[config.mk]
export PLATFORM = sky130hd
export DESIGN_NAME = seq_rbs
export DESIGN_NICKNAME = d
export VERILOG_FILES = /design/src/rtl/seq_rbs.sv
export SDC_FILE = /design/constraint.sdc
export NUM_CORES = 1
export LEC_CHECK = 0
export BUFFER_PORTS_ARGS = -buffer_cell sky130_fd_sc_hd__buf_2
export CAP_MARGIN = 20
export CORE_MARGIN = 3
export CORE_UTILIZATION = 25
export CTS_BUF_LIST = sky130_fd_sc_hd__clkbuf_2
export DETAILED_ROUTE_END_ITERATION = 7
export HOLD_SLACK_MARGIN = 0.15
export PLACE_DENSITY = 0.52
export RECOVER_POWER = 25
export SLEW_MARGIN = 10
export SYNTH_ARGS = -nofsm -noshare
export SYNTH_HDL_FRONTEND = slang
export SYNTH_SLANG_ARGS = --single-unit
[constraint.sdc]
create_clock -name clk -period 4.4 [get_ports clk]
set_clock_uncertainty 0.2 [all_clocks]
set_input_delay 0.22 -clock clk [delete_from_list [all_inputs] [get_ports clk]]
set_output_delay 0.22 -clock clk [all_outputs]
set_load 0.05 [all_outputs]
[src/rtl/seq_rbs.sv]
// seq_rbs: multi-cycle ripple-borrow subtractor.
// Resolves `chunk` bits of op1 - op2 - bin per clock, carrying the borrow in a
// register between chunks, with valid/ready handshakes on input and output.
module seq_rbs #(
    parameter int width = 16,
    parameter int chunk = 4
) (
    input  logic             clk,
    input  logic             rst,
    input  logic             in_valid,
    output logic             in_ready,
    input  logic [width-1:0] op1,
    input  logic [width-1:0] op2,
    input  logic             bin,
    output logic             out_valid,
    input  logic             out_ready,
    output logic [width-1:0] diff,
    output logic             bout,
    output logic             ovf
);

    localparam int N  = width / chunk;
    localparam int CW = (N > 1) ? $clog2(N) : 1;
    localparam logic [CW-1:0] LAST = CW'(N - 1);

    typedef enum logic [1:0] {IDLE, CALC, DONE} state_t;

    state_t           state_reg, state_next;
    logic [width-1:0] a_reg, b_reg;
    logic [width-1:0] partial_reg, partial_next;
    logic [CW-1:0]    cnt_reg;
    logic             borrow_reg;

    logic [width-1:0] diff_reg;
    logic             bout_reg, ovf_reg, out_valid_reg;

    logic [chunk-1:0] a_chunks [N];
    logic [chunk-1:0] b_chunks [N];
    logic [chunk-1:0] a_cur, b_cur, chunk_diff;
    logic             chunk_bout;
    logic             borrow_chain;
    logic             ovf_calc;

    // Slice the latched operands into chunks and splice the freshly resolved
    // chunk into the partial result at the current chunk position.
    genvar gi;
    generate
        for (gi = 0; gi < N; gi++) begin : g_chunk
            assign a_chunks[gi] = a_reg[gi*chunk +: chunk];
            assign b_chunks[gi] = b_reg[gi*chunk +: chunk];
            assign partial_next[gi*chunk +: chunk] =
                (cnt_reg == CW'(gi)) ? chunk_diff : partial_reg[gi*chunk +: chunk];
        end
    endgenerate

    assign a_cur = a_chunks[cnt_reg];
    assign b_cur = b_chunks[cnt_reg];

    // Ripple-borrow subtract of one chunk, seeded by the registered borrow.
    always_comb begin
        chunk_diff   = '0;
        borrow_chain = borrow_reg;
        for (int i = 0; i < chunk; i++) begin
            chunk_diff[i] = a_cur[i] ^ b_cur[i] ^ borrow_chain;
            borrow_chain  = (~a_cur[i] & b_cur[i]) |
                            (~(a_cur[i] ^ b_cur[i]) & borrow_chain);
        end
        chunk_bout = borrow_chain;
    end

    // Signed overflow: operands of differing sign and a result whose sign
    // disagrees with the minuend. Only sampled on the final chunk, when the
    // top bit of partial_next is the true result sign.
    assign ovf_calc = (a_reg[width-1] != b_reg[width-1]) &
                      (partial_next[width-1] != a_reg[width-1]);

    // Next-state logic for the IDLE -> CALC -> DONE sequence.
    always_comb begin
        state_next = state_reg;
        case (state_reg)
            IDLE:    if (in_valid)          state_next = CALC;
            CALC:    if (cnt_reg == LAST)   state_next = DONE;
            DONE:    if (out_ready)         state_next = IDLE;
            default:                        state_next = IDLE;
        endcase
    end

    // State register plus the datapath registers that advance with it.
    always_ff @(posedge clk) begin
        if (rst) begin
            state_reg   <= IDLE;
            cnt_reg     <= '0;
            a_reg       <= '0;
            b_reg       <= '0;
            partial_reg <= '0;
            borrow_reg  <= 1'b0;
        end else begin
            state_reg <= state_next;
            case (state_reg)
                IDLE: begin
                    if (in_valid) begin
                        a_reg       <= op1;
                        b_reg       <= op2;
                        borrow_reg  <= bin;
                        cnt_reg     <= '0;
                        partial_reg <= '0;
                    end
                end
                CALC: begin
                    partial_reg <= partial_next;
                    borrow_reg  <= chunk_bout;
                    cnt_reg     <= cnt_reg + 1'b1;
                end
                default: ;
            endcase
        end
    end

    // Result registers: only written on the last chunk, so partial values
    // never reach the outputs; they hold through DONE and the next CALC.
    always_ff @(posedge clk) begin
        if (rst) begin
            diff_reg      <= '0;
            bout_reg      <= 1'b0;
            ovf_reg       <= 1'b0;
            out_valid_reg <= 1'b0;
        end else begin
            if (state_reg == CALC && cnt_reg == LAST) begin
                diff_reg      <= partial_next;
                bout_reg      <= chunk_bout;
                ovf_reg       <= ovf_calc;
                out_valid_reg <= 1'b1;
            end else if (state_reg == DONE && out_ready) begin
                out_valid_reg <= 1'b0;
            end
        end
    end

    assign in_ready  = (state_reg == IDLE) & ~rst;
    assign out_valid = out_valid_reg;
    assign diff      = diff_reg;
    assign bout      = bout_reg;
    assign ovf       = ovf_reg;

endmodule

Word-level counts from Yosys, hierarchy flattened

Index checks and enable logic that the tools add are counted.
Widths: inputs -> output; s select.

Bits in registers: 72
Bits of input ports: 37
Word-level logic and storage cells: 85
Output and inout bits: 20

Reductions and logical operators: 9
Bitwise operators: 32
Mux-type cells: 22
$add $sub $neg: 1
Eq/ne operators: 10
Magnitude comparators: 1

Operators with widths:

| cell                | count |
|---|---|
| $mux 4              | 8 |
| $pmux 16 s2         | 1 |
| $bmux 4 s2          | 2 |
| $mux 16             | 1 |
| $and 1x1->1         | 10 |
| $not 1->1           | 9 |
| $mux 2              | 4 |
| $xor 1x1->1         | 8 |
| $eq 2x2->1 const B  | 3 |
| $ne 2x2->1 const B  | 3 |
| $pmux 2 s3          | 1 |
| $eq 2x1->1 const B  | 2 |
| $logic_not 2->1     | 2 |
| $or 1x1->1          | 4 |
| $pmux 2 s2          | 1 |
| $reduce_and 2->1    | 2 |
| $reduce_bool 2->1   | 2 |
| $ge 3x3->1 const B  | 1 |
| $mux 1              | 3 |
| $not 2->3           | 1 |
| $reduce_and 3->1    | 1 |
| $add 2x1->2 const B | 1 |
| $logic_and 1x1->1   | 2 |
| $ne 1x1->1          | 2 |
| $pmux 1 s2          | 1 |

Logic depth before layout (Yosys ltp)

Word-level depth: 16
Depth in mapped cells: 13
Gate-level depth less buffers: 11

Least setup slack after synthesis

OpenSTA, ideal clock, no wires.

Path type: flip-flop to flip-flop
Start point: register cnt_reg[0]
End point: register ovf_reg (netlist: ovf)
Data arrival time: 3.262 ns
Slack: 0.847 ns
Library setup time: 0.091 ns
Data required time: 4.109 ns
Buffers on the path: 2
Clock period less this slack: 3.553 ns
Stages on the path, launching flop included: 12
Cell sequence: dfxtp_1 buf_2 mux4_2 fa_1 inv_1 fa_1 inv_1 fa_1 fa_1 buf_2 or3b_1 a311oi_1

Cells in the longest elaborated chain, start to end: 16
Elaborated cells between the ends (all ways): 32
Those cells by class: 2 x eq/ne; 7 x mux; 22 x bitwise; 1 x reduce/logical

RTL lines:

| what                                          | line   | RTL |
|---|---|---|
| from (decl)                                   | 31     | `logic [CW-1:0] cnt_reg;` |
| from (signal assigned)                        | 112    | `cnt_reg <= cnt_reg + 1'b1;` |
| $not 2->3 (implied by the code)               | 56, 57 |  |
| $bmux 4 s2, on equally long branches          | 56, 57 |  |
| $mux 4, on equally long branches (2 in a row) | 56, 57 |  |
| $xor 1x1->1                                   | 66     | `(~(a_cur[i] ^ b_cur[i]) & borrow_chain);` |
| $not 1->1                                     | 66     |  |
| $and 1x1->1                                   | 66     |  |
| $or 1x1->1                                    | 65     | `borrow_chain = (~a_cur[i] & b_cur[i]) \|` |
| $and 1x1->1                                   | 66     |  |
| $or 1x1->1                                    | 65     |  |
| $and 1x1->1                                   | 66     |  |
| $or 1x1->1                                    | 65     |  |
| $xor 1x1->1                                   | 64     | `chunk_diff[i] = a_cur[i] ^ b_cur[i] ^ borrow_chain;` |
| $mux 4                                        | 52     | `(cnt_reg == CW'(gi)) ? chunk_diff : partial_reg[gi*chunk +: chunk];` |
| $ne 1x1->1                                    | 75     | `(partial_next[width-1] != a_reg[width-1]);` |
| $and 1x1->1                                   | 74     | `assign ovf_calc = (a_reg[width-1] != b_reg[width-1]) &` |
| to (signal assigned)                          | 131    | `ovf_reg <= ovf_calc;` |
| to (decl)                                     | 35     | `logic bout_reg, ovf_reg, out_valid_reg;` |

Parallel ways exist; a longest one is shown, timed or not. The select of a mux whose other input is x is not followed.
A chain may end at the register's enable or synchronous reset.

Worst setup path after layout

Start point: register cnt_reg[1]
End point: register ovf_reg (netlist: ovf)

The elaborated chain is that of the path after synthesis.

==> impl_metrics.py <==
metrics = {
    "clock_network": {
        "cts_tree": "done",
        "clk_pin_slew_ns": 0.17,
        "htreeDepth": 3,
        "cts_buffers": 9,
        "cts-hold-fix-buffers": 85,
        "post-cts-setup-buffers": 0,
        "cts_max_path_buffers": 2,
        "clkLatencyLatePin_ns": 0.51,
        "cts_sinks": 68,
        "cts-root-buf": "clkbuf_2",
        "cts_resized": 0,
    },
    "layout": {
        "ff_latch_area_um2": 1360,
        "finalCoreUtilization_pct": 36.5,
        "layout_commonest_cell": "nand2_1",
        "fillerInstances": 1214,
        "stdcell_area_um2": 4260,
        "most-common-layout-cells": "nand2_1 (90), dlygate4sd3_1 (85), dfxtp_1 (68)",
        "multi_input_area_um2": 1450,
        "layout.nets": 512,
        "drive_above_1_share_pct": 13.4,
        "synthToLayoutAreaGrowth_pct": 39.4,
    },
    "logic_synthesis": {
        "synth_largest_area_cell": "dfxtp_1",
        "yosysTopAreaCellShare_pct": 44.5,
        "synth_xor_xnor_area_share_pct": 0,
        "yosys_warnings": 0,
        "synth.cell_area_um2": 3060,
        "synth_top_family_by_area": "simple AND/OR/NAND/NOR gates",
        "synth_area_leaders": "dfxtp_1 (45%), nand2_1 (11%), a21oi_1 (8.4%)",
        "synth.area.mux_share_pct": 6.88,
        "synth-simple-area-share_pct": 20.3,
        "synth.distinct_cells": 33,
        "yosysSeqAreaShare_pct": 44.5,
        "synth-adder-area-share_pct": 4.26,
        "syn_nets": 388,
        "synth-seq-cells": 68,
        "avgSynthCellArea_um2": 8.91,
        "syn-instance-count": 343,
        "synth_compound_area_share_pct": 16.1,
    },
    "sta": {
        "worst_slew_pin_slew_ns": 1.04,
        "slew_violations": 0,
        "hold_ws_ns": 0.261,
        "setup_viol": 0,
        "timing.final.crit_share_pct": 81.6,
        "fin_crit_ns": 3.59,
        "rsz0062_at_grt": "no",
        "hold_viol": 0,
        "slew-limit-headroom_pct": 30.4,
        "max_freq_ghz": 0.278,
        "tns_ns": 0,
    },
    "worst_setup_path": {
        "cp_data_required_time_ns": 4.64,
        "worst_setup_path_end_kind": "flip-flop",
        "cp_max_fo": 11,
        "r2r_cells": 9,
        "crit_type": "reg -> reg",
        "start_kind": "flip-flop",
        "reg2reg_from": "cnt_reg[1]",
        "worstPathArrival_ns": 3.83,
        "worstReg2RegEnd": "ovf",
        "r2r_setup_slack_ns": 0.81,
    },
    "pwr": {
        "switching_share_pct": 29.1,
        "p_switching_w": 0.000371,
        "p_leak_nw": 1.57,
        "clkPwrFrac_pct": 26.7,
        "intPower_w": 0.000905,
        "peakVddDrop_mv": 0.154,
        "pwr-share-seq_pct": 51.9,
        "power_density_nw_per_um2": 300,
        "combPwrFrac_pct": 21.4,
    },
    "die": {
        "die_w_um": 117,
        "core_area_um2": 11700,
        "die_height_um": 117,
        "row_count": 39,
        "start_util_pct": 26.2,
        "pin_count": 57,
        "die_area_um2": 13600,
    },
    "route": {
        "wl_per_cell_um": 12.9,
        "drt-pass1-iter-count": 4,
        "via_per_inst": 4.56,
        "ant_nets": 0,
        "wl_met1_mm": 3.50,
        "drc": 0,
        "wl_met2_mm": 3.98,
        "drt_iter0_drc": 100,
        "wl_mm": 7.94,
        "met3_length_um": 375,
        "dr_total_vias": 2805,
        "dr.max_layer_used": "met4",
    },
    "placed_design": {
        "place_area_um2": 3320,
        "hpwl_mm": 5.09,
        "gp_congestion": 0.731,
        "port_buffers": 56,
    },
    "worst_hold_path": {
        "hold-path-endpoint": "diff[2]",
        "min_from": "diff[2]",
        "hp-class": "reg -> reg",
        "holdPathStages": 2,
    },
    "grt": {
        "grt_pass1_wl_mm": 13.2,
        "grt_pass1_vias": 2806,
        "grt_max_degree": 48,
        "overflow": 0,
        "antenna_found_initial": 0,
        "grt_use_total_pct": 12.4,
    },
    "status": {
        "outcome": "completed",
    },
    "flow_run": {
        "maxCapViolations": 0,
    },
}
-- cell type report --
cell class,instances,area share [%]
well taps,143,4.20
multi-input cells,236,34.1
diodes,1,0.0587
clock buffers,11,1.29
clock inverters,4,0.969
flip-flops and latches,68,32.0
repair buffers,144,26.7
inverters,8,0.705
-- through the flow --
stage	setup slack [ns]	cells	total power, W
4_1_cts	0.735	613	0.00129
3_3_place_gp	0.836	513	0.000884
5_1_grt	0.568	614	0.00135
2_1_floorplan	0.847	343	0.000828
3_5_place_dp	0.767	513	0.000889
6_report	0.808	615	0.00128
-- kinds of logic (layout without fill, tap and decap cells) --
group           Yosys count  count (layout)
flops                    68              68
compound gates           81              81
fa+ha+maj                 8               8
other cells               0               1
buf+inv                  39             167
mux                      11              11
simple gates            136             136
-- how the worst max path moves through the flow --
stage,from,endpoint,slack [ns],cells after the start
2_1_floorplan,cnt_reg[0],ovf,0.85,11
3_3_place_gp,cnt_reg[1],ovf,0.84,9
3_5_place_dp,cnt_reg[1],ovf,0.77,9
4_1_cts,cnt_reg[1],ovf,0.74,9
5_1_grt,cnt_reg[1],ovf,0.57,9
6_report,cnt_reg[1],ovf,0.81,9
-- worst max-delay path: stages (launching register included) --
cell and delay (ns):
dfxtp_1 0.65, mux4_2 0.39, fa_1 0.37, inv_1 0.07
fa_1 0.15, inv_1 0.05, fa_1 0.39, fa_1 0.60
or3b_1 0.39, a311oi_1 0.24
-- cell usage after synthesis (all sizes together) --
cell type	count
buf	19
nand2	90
nor2	15
mux4	8
a311oi	1
o211ai	9
o21ai	3
dfxtp	68
nor3	3
nand3	3
nor2b	2
nand3b	2
a2bb2oi	1
a211oi	6
inv	8
or3b	3
nor3b	4
nand2b	12
ha	4
or3	1
and3b	1
fa	4
mux2i	3
o32ai	9
o21bai	1
clkbuf	12
a21oi	51
-- power by group through the flow --
| stage | Combinational, W | Clock (W) | Sequential, W |
|---|---|---|---|
| global route | 0.000302 | 0.000380 | 0.000667 |
| detailed placement | 0.000213 | 0 | 0.000676 |
| CTS | 0.000274 | 0.000351 | 0.000663 |
| floorplan | 0.000160 | 0 | 0.000668 |
| finish | 0.000273 | 0.000341 | 0.000663 |
| global placement | 0.000209 | 0 | 0.000675 |
-- layer usage --
metal  vias to the layer above  track usage [%]
met2                        54             22.1
met3                         8             4.20
met5                         -                0
li1                       1416                -
met1                      1327             14.3
met4                         0             2.75
(Power assumes the default switching activity.)
